--- src/rtl/mem_lsu.sv ---
// mem_lsu: load/store unit sitting between the EX/MEM and MEM/WB registers.
// Non-memory ops pass straight through. Memory ops are issued on a single-beat
// data bus (req/gnt address phase, rvalid data phase). Loads stall the pipe
// until their data returns.
//
// Build option: define MISALIGN_TRAP_EN to flag misaligned half/word accesses
// on misalign_o instead of silently aligning them down.

`ifndef RegBus
`define RegBus 31:0
`endif
`ifndef RegAddrBus
`define RegAddrBus 4:0
`endif
`ifndef ZeroWord
`define ZeroWord 32'h0000_0000
`endif
`ifndef ZeroReg
`define ZeroReg 5'h00
`endif

module mem_lsu (
  input  logic               clk,
  input  logic               rst,
  // EX/MEM side
  input  logic               valid_i,
  input  logic [`RegBus]     reg_wdata_i,
  input  logic               reg_we_i,
  input  logic [`RegAddrBus] reg_waddr_i,
  input  logic               mem_re_i,
  input  logic               mem_we_i,
  input  logic [2:0]         mem_funct3_i,
  input  logic [31:0]        mem_addr_i,
  input  logic [31:0]        mem_wdata_i,
  // MEM/WB side
  output logic [`RegBus]     reg_wdata_o,
  output logic               reg_we_o,
  output logic [`RegAddrBus] reg_waddr_o,
  output logic               stall_o,
  // Data bus
  output logic               dbus_req_o,
  output logic               dbus_we_o,
  output logic [31:0]        dbus_addr_o,
  output logic [3:0]         dbus_be_o,
  output logic [31:0]        dbus_wdata_o,
  input  logic               dbus_gnt_i,
  input  logic               dbus_rvalid_i,
  input  logic [31:0]        dbus_rdata_i
`ifdef MISALIGN_TRAP_EN
  ,
  output logic               misalign_o
`endif
);

  typedef enum logic [0:0] {
    StIdle,
    StWait
  } state_e;

  state_e state_q;

  logic       mem_op;
  logic       is_store;
  logic       is_byte;
  logic       is_half;
  logic       is_word;
  logic [1:0] lane;
  logic       trap;
  logic [3:0] st_be;
  logic [31:0] st_wdata;
  logic [7:0]  ld_byte;
  logic [15:0] ld_half;
  logic [31:0] ld_data;

  // Both enables set is treated as a store.
  assign mem_op   = valid_i & (mem_re_i | mem_we_i);
  assign is_store = mem_we_i;
  assign is_byte  = (mem_funct3_i[1:0] == 2'b00);
  assign is_half  = (mem_funct3_i[1:0] == 2'b01);
  assign is_word  = ~is_byte & ~is_half;

  // Byte lane of the access, forced to the natural alignment of its size.
  always_comb begin
    lane = mem_addr_i[1:0];
    if (is_word) begin
      lane = 2'b00;
    end else if (is_half) begin
      lane = {mem_addr_i[1], 1'b0};
    end
  end

`ifdef MISALIGN_TRAP_EN
  logic misaligned;
  assign misaligned = (is_half & mem_addr_i[0]) | (is_word & (mem_addr_i[1:0] != 2'b00));
  assign trap       = mem_op & misaligned;
  assign misalign_o = ~rst & (state_q == StIdle) & trap;
`else
  assign trap = 1'b0;
`endif

  // Store byte enables and lane-replicated store data.
  always_comb begin
    st_be    = 4'b1111;
    st_wdata = mem_wdata_i;
    if (is_byte) begin
      st_be    = 4'b0001 << lane;
      st_wdata = {4{mem_wdata_i[7:0]}};
    end else if (is_half) begin
      st_be    = 4'b0011 << lane;
      st_wdata = {2{mem_wdata_i[15:0]}};
    end
  end

  // Load lane extraction and sign/zero extension (funct3[2] = unsigned).
  always_comb begin
    case (lane)
      2'b00:   ld_byte = dbus_rdata_i[7:0];
      2'b01:   ld_byte = dbus_rdata_i[15:8];
      2'b10:   ld_byte = dbus_rdata_i[23:16];
      default: ld_byte = dbus_rdata_i[31:24];
    endcase
    ld_half = lane[1] ? dbus_rdata_i[31:16] : dbus_rdata_i[15:0];
    ld_data = dbus_rdata_i;
    if (is_byte) begin
      ld_data = mem_funct3_i[2] ? {24'h0, ld_byte} : {{24{ld_byte[7]}}, ld_byte};
    end else if (is_half) begin
      ld_data = mem_funct3_i[2] ? {16'h0, ld_half} : {{16{ld_half[15]}}, ld_half};
    end
  end

  // Output decode: passthrough, bus request, stall and load write-back.
  always_comb begin
    reg_wdata_o  = reg_wdata_i;
    reg_waddr_o  = reg_waddr_i;
    reg_we_o     = 1'b0;
    stall_o      = 1'b0;
    dbus_req_o   = 1'b0;
    dbus_we_o    = 1'b0;
    dbus_addr_o  = {mem_addr_i[31:2], 2'b00};
    dbus_be_o    = is_store ? st_be : 4'b1111;
    dbus_wdata_o = st_wdata;
    if (rst) begin
      reg_wdata_o = `ZeroWord;
      reg_waddr_o = `ZeroReg;
    end else if (state_q == StWait) begin
      // Waiting for load data; a bubble goes to MEM/WB until it arrives.
      if (dbus_rvalid_i) begin
        reg_wdata_o = ld_data;
        reg_we_o    = reg_we_i;
      end else begin
        stall_o = 1'b1;
      end
    end else if (valid_i) begin
      if (!mem_op) begin
        reg_we_o = reg_we_i;
      end else if (!trap) begin
        dbus_req_o = 1'b1;
        dbus_we_o  = is_store;
        // Stores retire in their grant cycle; loads always continue into WAIT.
        stall_o    = is_store ? ~dbus_gnt_i : 1'b1;
      end
    end
  end

  // FSM: IDLE issues requests, WAIT holds a granted load until rvalid.
  // rvalid seen in IDLE (including the grant cycle) is ignored.
  always_ff @(posedge clk) begin
    if (rst) begin
      state_q <= StIdle;
    end else begin
      case (state_q)
        StIdle: begin
          if (mem_op && !is_store && !trap && dbus_gnt_i) begin
            state_q <= StWait;
          end
        end
        StWait: begin
          if (dbus_rvalid_i) begin
            state_q <= StIdle;
          end
        end
        default: state_q <= StIdle;
      endcase
    end
  end

endmodule

--- config.mk ---
export PLATFORM = sky130hd
export DESIGN_NAME = mem_lsu
export DESIGN_NICKNAME = d
export VERILOG_FILES = /design/src/rtl/mem_lsu.sv
export SDC_FILE = /design/constraint.sdc
export NUM_CORES = 1
export LEC_CHECK = 0
export ABC_AREA = 1
export BUFFER_PORTS_ARGS = -buffer_cell sky130_fd_sc_hd__buf_2
export CAP_MARGIN = 20
export CORE_AREA = 2 2 98 100
export CTS_CLUSTER_SIZE = 16
export DETAILED_ROUTE_END_ITERATION = 10
export DIE_AREA = 0 0 100 102
export PLACE_DENSITY_LB_ADDON = 0.3
export SYNTH_ARGS = -nofsm -noshare
export SYNTH_HDL_FRONTEND = slang
export SYNTH_SLANG_ARGS = --single-unit
--- constraint.sdc ---
create_clock -name clk -period 2.6 [get_ports clk]
set_input_delay 0.26 -clock clk [delete_from_list [all_inputs] [get_ports clk]]
set_output_delay 0.26 -clock clk [all_outputs]
set_load 0.02 [all_outputs]
Word level (Yosys, flattened, before mapping) --
Index checks and enable logic that the tools add are counted.
Word-level totals: output and inout bits 109, flip-flop bits (word level) 1, input bits 144, word-level logic and storage cells 56
Cells by class: muxes and demuxes 38, shifts and indexed selects 2, reduce and logical (&&, ||, !) cells 5, bitwise logic cells 7, equal/unequal tests 3
Operators by type and width (count):
- 32-bit two-way mux | 9
- 8-bit one-hot mux with 3 select lines | 1
- 1-bit two-way mux | 21
- 16-bit two-way mux | 1
- 4-bit two-way mux | 3
- 5-bit two-way mux | 1
- 2-bit by 1-bit equality test with 1-bit output, second input constant | 2
- 2-bit logical NOT | 2
- 1-bit NOT | 4
- 1-bit by 2-bit << shifter with 4-bit output, first input constant | 1
- 2-bit by 2-bit << shifter with 4-bit output, first input constant | 1
- 1-bit bitwise AND | 2
- 2-bit equality test, second input constant | 1
- 1-bit logical AND | 2
- 2-bit two-way mux | 1
- 1-bit one-hot mux with 2 select lines | 1
- 1-bit logical NOT | 1
- 1-bit OR | 1

Logic depth before layout (Yosys ltp) --
Gate-level depths: netlist of the first run.
depth in word-level cells 11, gate-level depth with buffers 16, mapped depth without buffers 12

Least setup slack after synthesis of the first run --
No wires, ideal clock.
path type input to output, start point in mem_funct3_i[1], end point out reg_wdata_o[21], data arrival time 2243 ps, setup slack 97 ps, cell stages on the path 16, path through buf_6 -> nor2_4 -> clkbuf_1 -> nand2_1 -> inv_1 -> ha_1 -> buf_2 -> nand2_1 -> nand3_1 -> nand2_1 -> nand2_4 -> nand2_4 -> buf_6 -> nor2_2 -> nor2_1 -> nor2_1
Between the ends: cells in the longest elaborated chain, start to end 11, elaborated cells between the ends (all ways) 19
RTL lines:
- from (decl) | RTL line 32 | input logic [2:0] mem_funct3_i,
- 2-bit by 1-bit equality test with 1-bit output / 2-bit logical NOT (equally long branches) | RTL line 79, 78
- 1-bit NOT | RTL line 80 | assign is_word = ~is_byte & ~is_half;
- 1-bit bitwise AND | RTL line 80
- 2-bit two-way mux | RTL line 85 | if (is_word) begin
- 2-bit equality test (tied with other cells) | RTL line 116 | case (lane)
- 8-bit one-hot mux with 3 select lines / 32-bit two-way mux (equally long branches) | RTL line 116, 127
- 32-bit two-way mux, on equally long branches | RTL line 125, 126
- 32-bit two-way mux * | RTL line 124 | if (is_byte) begin
- 32-bit two-way mux * | RTL line 147 | if (dbus_rvalid_i) begin
- 32-bit two-way mux * | RTL line 145 | end else if (state_q == StWait) begin
- 32-bit two-way mux * | RTL line 142 | if (rst) begin
- to (decl) | RTL line 36 | output logic [`RegBus] reg_wdata_o,
Mark *: on every way between the ends. The rest lies on a longest branch, timed or not.

Final worst setup path of the first run --
start point in mem_funct3_i[1], end point out reg_wdata_o[1]
The elaborated chain is that of the path after synthesis.

==> results.sh, run 1 <==
export IMPL_cts_resized=0
export IMPL_dieArea_um2=10200
export IMPL_cp_cell_sequence="buf_2, inv_4, nand2_2, clkinv_1, buf_4, ha_1, buf_4, nor2_2, nand4_1, nand3_1, a21oi_1, buf_2"
export IMPL_fin_cells=701
export IMPL_ys_types=28
export IMPL_required_ns=2.34
export IMPL_status="completed"
export IMPL_grt_pass1_vias=2887
export IMPL_synth_top_family_by_area="simple AND/OR/NAND/NOR gates"
export IMPL_rows=35
export IMPL_worst_path_max_fanout=8
export IMPL_antenna_found_initial=3
export IMPL_crit_path_max_incr_delay_ns=0.31
export IMPL_cp_end_kind="primary output"
export IMPL_synth_top_cell_by_area="nand2_1"
export IMPL_synth_area_um2=2238
export IMPL_yosys_top_cells_count="nand2_1, nor2_1, nand3_1"
export IMPL_areaGrowthSynthToFinish_pct=33.04
export IMPL_path_delay_family="buffers and inverters"
export IMPL_synthTopCellsByArea="nand2_1, buf_4, nor2_1, nand3_1, inv_1"
export IMPL_dr_pass1_iters=4
export IMPL_die_h_um=102
export IMPL_fin_worst_skew_ns=0
export IMPL_synthFlopType="dfxtp_1"
export IMPL_power_frac_seq=0.030
export IMPL_synth_seq_area_share=0.008944
export IMPL_ant_nets=0
export IMPL_hold_ws_ns=0.5128
export IMPL_postCtsHoldBufs=0
export IMPL_synth_top_area_share=0.2247
export IMPL_slowest_stage="nor2_2"
export IMPL_layout_min_cycle_time_ns=2.283
export IMPL_die_w_um=100
export IMPL_core_area_um2=9109
export IMPL_cp_num_buf_inv=6
export IMPL_via_count=3211
export IMPL_yosys_area_share_xor_xnor=0
export IMPL_synthArstFlopShare=0
export IMPL_synth_seq_cells=1
export IMPL_synth_mux_area_frac=0
export IMPL_grt_util_all_layers=0.1702
export IMPL_p_switching_mw=0.3350
export IMPL_dpl_cell_count=699
export IMPL_start_util=0.2457
export IMPL_maxSlewViolCount=0
export IMPL_postLayoutCoreUtil=0.3269
export IMPL_synth_area_per_cell_um2=4.974
export IMPL_gp_congestion=0.9951
export IMPL_regMostFlops="state_q"
export IMPL_power_density_nw_per_um2=185.8
export IMPL_fin_tns_setup_ns=0
export IMPL_cts_setup_buffers=0
export IMPL_fmax_mhz=438.0
export IMPL_grt_pass1_wl_mm=14.26
export IMPL_setup_worst_path_class="in2out"
export IMPL_hold_class="reg2reg"
export IMPL_drv_cap=0
export IMPL_hpwl_mm=8.015
export IMPL_p_comb_frac=0.970
export IMPL_io_pins=253
export IMPL_synth_edf_count=0
export IMPL_synth_adder_area_share=0.02236
export IMPL_period_share=0.8781
export IMPL_post_route_drc_count=0
export IMPL_yosysMostFrequentCell="nand2_1"
export IMPL_layout_drive_gt1_share=0.3997
export IMPL_reg_top3="state_q: 1 flops"
export IMPL_dr_first_iter_drc_count=159
export IMPL_sw_frac_of_total=0.6053
export IMPL_hold_viol=0
export IMPL_synth_compound_area_frac=0.1381
export IMPL_start_kind="primary input"
export IMPL_setup_violations=0
export IMPL_rsz0062_at_grt="no"
export IMPL_routed_wl_mm=9.459
export IMPL_synthSimpleGateAreaFrac=0.5500
export IMPL_viasPerCell=4.581
export IMPL_p_clk_frac=0
export IMPL_largest_reg_flops=1
export IMPL_clkTransAtPathRegs_ns=0
export IMPL_syn_inst=450
export IMPL_critPathArrivalTime_ns=2.02
export IMPL_nets=738
export IMPL_p_leak_nw=1.852
export IMPL_yosys_warnings=0
export IMPL_clk_latency_ns=0
export IMPL_wl_per_cell_um=13.49
export IMPL_p_int_mw=0.2184
export IMPL_overflow=0
export IMPL_portBuffers=190
export IMPL_worst_ir_drop_vdd_mv=0.1047
export IMPL_grt_max_degree=33
through the flow:
step	setup WS [ns]	power (mW)	instance area, um2
finish	0.3170	0.5533	2978
global route	0.1355	0.6127	2975
CTS	0.3329	0.5572	2973
detailed placement	0.3338	0.5547	2973
global placement	0.3940	0.5494	2973
floorplan	0.09668	0.4178	2242
layer usage:
layer  track usage  share of wire
met1        0.2271           0.42
met2        0.2947           0.47
met3       0.02804          0.094
met4       0.02740          0.013
met5             0         0.0014
final timing paths:
path / start / end / slack (ns) / cells after the start
worst max-delay path: mem_funct3_i[1] / reg_wdata_o[1] / 0.32 / 12
worst min-delay path: state_q$_SDFF_PP0_ / state_q$_SDFF_PP0_ / 0.51 / 2
worst max register to register: state_q$_SDFF_PP0_ / state_q$_SDFF_PP0_ / 1.66 / 5
worst min register to register: state_q$_SDFF_PP0_ / state_q$_SDFF_PP0_ / 0.51 / 2
kinds of logic (layout without fill, tap and decap cells):
group           count (synthesis)  after routing
compound gates                 50             50
fa+ha+maj                       4              4
buf+inv                       112            249
flops                           1              1
other cells                     1              4
simple gates                  282            282
power by group through the flow:
stage	Clock [mW]	Sequential, mW	Combinational, mW
floorplan	0	0.0166	0.401
global placement	0	0.0166	0.533
detailed placement	0	0.0167	0.538
CTS	0	0.0167	0.541
global route	0.0000000514	0.0167	0.596
finish	0.000000103	0.0167	0.537
cells in the final DEF, fill, tap and decap left out:
cell type / netlist / layout
nand2_4: 3 / 3
conb_1: 1 / 2
or2_2: 6 / 6
ha_1: 4 / 4
or2_1: 2 / 2
o21ai_0: 10 / 10
nor2_1: 67 / 67
dfxtp_1: 1 / 1
nor2_2: 11 / 11
nand3_1: 44 / 44
nand2_1: 134 / 134
inv_4: 1 / 1
diode_2: 0 / 2
a21oi_4: 1 / 1
clkinv_1: 2 / 2
nand2_2: 6 / 6
buf_2: 8 / 190
a21oi_1: 17 / 17
nand4_1: 7 / 7
inv_2: 3 / 3
a31oi_1: 7 / 7
o211ai_1: 14 / 14
inv_1: 42 / 42
o21ai_2: 1 / 1
nor2_4: 2 / 2
buf_4: 41 / 11
layout make-up:
cell class	count	area [um2]
fillers	1112	6131
multi-input cells	338	1598
repair buffers	201	1033
inverters	48	182.7
well taps	111	138.9
flip-flops and latches	1	20.02
diodes	2	5.005
worst reg2reg max path, cell delays in order, from the launching register on:
cell     delay [ns]
dfxtp_1        0.31
nor2_1         0.14
nand2_1        0.08
nor2_1         0.18
nand3_1        0.10
nand2_1        0.07
Power figures use the tool's default switching activity.
==> inputs of run 2 (changes only) <==
Settings changed: CORE_AREA 2 2 98 100 to 2 2 99 101, DIE_AREA 0 0 100 102 to 0 0 101 103.
==> results.sh, run 2 (same netlist as run 1, synthesis figures left out) <==
export IMPL_status="completed"
export IMPL_grt_pass1_wl_mm=14.59
export IMPL_power_density_nw_per_um2=188.3
export IMPL_wl_met1_mm=4.361
export IMPL_rows=36
export IMPL_p_leak_nw=1.856
export IMPL_largest_reg_flops=1
export IMPL_cp_cell_sequence="buf_2, nor2_4, nand2_1, inv_1, ha_1, inv_2, o21ai_2, inv_2, nand2_4, nand2_4, nor2_1, nor2_1, nor2_1, buf_2"
export IMPL_start_kind="primary input"
export IMPL_viasPerCell=4.549
export IMPL_crit_top_cell="nor2_1"
export IMPL_clkTransAtPathRegs_ns=0
export IMPL_reg_top3="state_q: 1 flops"
export IMPL_via_count=3198
export IMPL_hpwl_mm=7.993
export IMPL_wl_met2_mm=4.652
export IMPL_grt_util_all_layers=0.1718
export IMPL_routed_wl_mm=9.616
export IMPL_core_area_um2=9459
export IMPL_dpl_cell_count=703
export IMPL_ff2ff_path_depth=5
export IMPL_worstHoldPathCells=3
export IMPL_fin_tns_setup_ns=0
export IMPL_cp_num_buf_inv=5
export IMPL_maxSlewViolCount=0
export IMPL_layout_drive_gt1_share=0.4007
export IMPL_fin_cells=703
export IMPL_grt_pass1_vias=2846
export IMPL_layout_min_cycle_time_ns=2.361
export IMPL_die_w_um=101
export IMPL_rsz0062_at_grt="no"
export IMPL_dr_first_iter_drc_count=107
export IMPL_cp_end_kind="primary output"
export IMPL_regMostFlops="state_q"
export IMPL_hold_ws_ns=0.5091
export IMPL_final_common_cell="buf_2"
export IMPL_postCtsHoldBufs=0
export IMPL_setup_worst_path_class="in2out"
export IMPL_portBuffers=190
export IMPL_antenna_found_initial=0
export IMPL_routed_top_layer="met4"
export IMPL_ant_nets=0
export IMPL_cp_num_cells=14
export IMPL_wl_per_cell_um=13.68
export IMPL_period_share=0.9080
export IMPL_cts_resized=0
export IMPL_crit_path_max_incr_delay_ns=0.39
export IMPL_dpl_cell_area_um2=2984
export IMPL_overflow=0
export IMPL_grt_max_degree=33
export IMPL_cts_setup_buffers=0
export IMPL_wl_met3_um=532
export IMPL_gp_congestion=0.8615
export IMPL_worst_path_max_fanout=16
export IMPL_dieArea_um2=10400
export IMPL_fmax_mhz=423.6
export IMPL_worst_ir_drop_vdd_mv=0.09755
export IMPL_fin_worst_skew_ns=0
export IMPL_required_ns=2.34
export IMPL_drv_cap=0
export IMPL_dr_pass1_iters=4
export IMPL_post_route_drc_count=0
export IMPL_io_pins=253
export IMPL_slowest_stage="ha_1"
export IMPL_clk_latency_ns=0
export IMPL_stdcell_area_um2=2984
export IMPL_die_h_um=103
export IMPL_nets=739
export IMPL_start_util=0.2366
export IMPL_setup_violations=0
export IMPL_critPathArrivalTime_ns=2.10
export IMPL_rrSetupSlack_ns=1.68
export IMPL_areaGrowthSynthToFinish_pct=33.31
export IMPL_hold_class="in2reg"
export IMPL_path_delay_family="simple AND/OR/NAND/NOR gates"
export IMPL_hold_viol=0
export IMPL_antennaDiodeCount=0
export IMPL_layout_common_cells="buf_2, nand2_1, nor2_1, nand3_1, inv_1"
## run 2: stage by stage
stage                     setup WS [ns]  total power [mW]  utilization
after floorplan                 0.09668            0.4178            -
after global placement           0.3358            0.5608       0.3155
after detailed placement         0.2260            0.5627       0.3155
after CTS                        0.2171            0.5649       0.3155
after global routing            0.02509            0.6209       0.3155
final                            0.2393            0.5618       0.3155
## run 2: worst reg2reg max path, cell delays in order (launching register included)
cell     delay (ns)
dfxtp_1        0.31
nor2_1         0.13
nand2_1        0.08
nor2_1         0.17
nand3_1        0.10
nand2_1        0.06
## run 2: worst paths after layout
kind	endpoint	from
setup / recovery	reg_wdata_o[16]	mem_funct3_i[0]
hold / removal	state_q$_SDFF_PP0_	dbus_gnt_i
hold reg to reg	state_q$_SDFF_PP0_	state_q$_SDFF_PP0_
setup reg to reg	state_q$_SDFF_PP0_	state_q$_SDFF_PP0_
## run 2: layout make-up
cell class | count | area (um2)
Fill cell | 1128 | 6475
Inverter | 48 | 182.7
Multi-Input combinational cell | 338 | 1598
Sequential cell | 1 | 20.02
Tap cell | 114 | 142.6
Timing Repair Buffer | 202 | 1041
## run 2: report_power, final
part	internal [mW]	switching [mW]	total, mW
sequential	0.0162	0.000444	0.0166
combinational	0.204	0.341	0.545
clock	0	0	0
## run 2: routing by layer
metal  global-route usage  vias to the layer above
li1                     -                     1648
met1               0.2328                     1427
met2               0.3067                      115
met3              0.01831                        8
met4              0.01351                        0
met5                    0                        -
==> inputs of run 3 (changes only) <==
--- a/config.mk
+++ b/config.mk
@@ -10,6 +10,7 @@
 export CAP_MARGIN = 20
-export CORE_AREA = 2 2 99 101
+export CORE_AREA = 2 2 98 100
+export CTS_BUF_LIST = sky130_fd_sc_hd__clkbuf_4
 export CTS_CLUSTER_SIZE = 16
 export DETAILED_ROUTE_END_ITERATION = 10
-export DIE_AREA = 0 0 101 103
+export DIE_AREA = 0 0 100 102
 export PLACE_DENSITY_LB_ADDON = 0.3
--- a/constraint.sdc
+++ b/constraint.sdc
@@ -3,2 +3,2 @@
 set_output_delay 0.26 -clock clk [all_outputs]
-set_load 0.02 [all_outputs]
+set_load 0.005 [all_outputs]
==> results.sh, run 3 (same netlist as run 1, synthesis figures left out) <==
export IMPL_final_common_cell="buf_2"
export IMPL_cp_num_buf_inv=5
export IMPL_grt_pass1_wl_mm=14.33
export IMPL_worst_ir_drop_vdd_mv=0.08348
export IMPL_fillers=1078
export IMPL_p_comb_frac=0.964
export IMPL_reg_top3="state_q: 1 flops"
export IMPL_cp_end_kind="primary output"
export IMPL_maxSlewViolCount=0
export IMPL_start_kind="primary input"
export IMPL_setup_worst_path_class="in2out"
export IMPL_required_ns=2.34
export IMPL_power_frac_seq=0.036
export IMPL_cp_cell_sequence="buf_2, inv_4, nand2_2, clkinv_1, ha_1, buf_4, nor2_2, nand4_1, nand3_1, a21oi_1, buf_2"
export IMPL_regMostFlops="state_q"
export IMPL_worst_path_max_fanout=9
export IMPL_start_util=0.2457
export IMPL_layout_min_cycle_time_ns=2.418
export IMPL_grt_max_degree=33
export IMPL_critPathArrivalTime_ns=2.16
export IMPL_postCtsHoldBufs=0
export IMPL_dr_pass1_iters=7
export IMPL_routed_wl_mm=9.553
export IMPL_ant_nets=0
export IMPL_post_route_drc_count=0
export IMPL_hpwl_mm=8.130
export IMPL_grt_pass1_vias=2866
export IMPL_portBuffers=190
export IMPL_rows=35
export IMPL_hold_class="reg2reg"
export IMPL_p_int_mw=0.2155
export IMPL_core_area_um2=9109
export IMPL_via_count=3243
export IMPL_die_h_um=102
export IMPL_power_density_nw_per_um2=155.5
export IMPL_nets=737
export IMPL_areaGrowthSynthToFinish_pct=32.59
export IMPL_setup_violations=0
export IMPL_clk_latency_ns=0
export IMPL_fin_tns_setup_ns=0
export IMPL_layout_common_cells="buf_2, nand2_1, nor2_1, nand3_1, inv_1"
export IMPL_p_clk_frac=0
export IMPL_status="completed"
export IMPL_hold_viol=0
export IMPL_dr_first_iter_drc_count=153
export IMPL_fin_worst_skew_ns=0
export IMPL_slowest_stage="nor2_2"
export IMPL_viasPerCell=4.646
export IMPL_fmax_mhz=413.6
export IMPL_drv_cap=0
export IMPL_p_switching_mw=0.2461
export IMPL_dieArea_um2=10200
export IMPL_overflow=0
export IMPL_layout_drive_gt1_share=0.4003
export IMPL_rrSetupSlack_ns=1.69
export IMPL_postLayoutCoreUtil=0.3258
export IMPL_grt_util_all_layers=0.1720
export IMPL_path_delay_family="buffers and inverters"
export IMPL_crit_top_cell="buf_2"
export IMPL_sw_frac_of_total=0.5331
export IMPL_wl_per_cell_um=13.69
export IMPL_antennaDiodeCount=0
export IMPL_gp_congestion=0.8805
export IMPL_crit_path_max_incr_delay_ns=0.34
export IMPL_clkTransAtPathRegs_ns=0
export IMPL_antenna_found_initial=0
export IMPL_period_share=0.9299
export IMPL_die_w_um=100
export IMPL_p_leak_nw=1.845
export IMPL_largest_reg_flops=1
export IMPL_io_pins=253
export IMPL_rsz0062_at_grt="no"
run 3: tightest hold or removal path, stage by stage (launching register included):
cell,delay [ns]
dfxtp_1,0.31
nand2_1,0.09
nand2_1,0.05
run 3: layout make-up:
cell class	instances	area (um2)	share of cell area
well taps	111	138.9	0.04680
inverters	48	182.7	0.06155
flip-flops and latches	1	20.02	0.006745
multi-input cells	338	1600	0.5392
repair buffers	200	1026	0.3457
run 3: timing repair:
action                     CTS  global route
setup buffers                0             0
gates resized for setup      0             1
setup endpoints to repair    0             2
run 3: metrics by stage:
stage          area (um2)  setup slack (ns)  hold slack (ns)  instances  power [mW]
2_1_floorplan        2242            0.2804           0.3945        451      0.2965
3_3_place_gp         2965            0.2921           0.4949        698      0.4576
3_5_place_dp         2965            0.2043           0.5084        698      0.4638
4_1_cts              2965            0.2042           0.5110        698      0.4659
5_1_grt              2968           0.03579           0.5200        698      0.5196
6_report             2968            0.1823           0.5076        698      0.4616
run 3: power by group through the flow:
stage | clock network [mW] | registers [mW] | logic [mW]
after floorplan | 0 | 0.0166 | 0.280
after global placement | 0 | 0.0167 | 0.441
after detailed placement | 0 | 0.0167 | 0.447
after CTS | 0 | 0.0167 | 0.449
after global routing | 0 | 0.0167 | 0.503
final | 0 | 0.0167 | 0.445
run 3: final timing paths:
check	startpoint	end	depth (start not counted)
max	mem_funct3_i[1]	reg_wdata_o[0]	11
max reg2reg	state_q$_SDFF_PP0_	state_q$_SDFF_PP0_	5
min reg2reg	state_q$_SDFF_PP0_	state_q$_SDFF_PP0_	2
min	state_q$_SDFF_PP0_	state_q$_SDFF_PP0_	2
run 3: per-layer routing:
metal,vias to the layer above,part of all wire,track usage
li1,1650,-,-
met1,1432,0.42,0.2222
met2,147,0.49,0.3009
met3,14,0.081,0.03488
met4,0,0.013,0.03056
met5,-,0,0
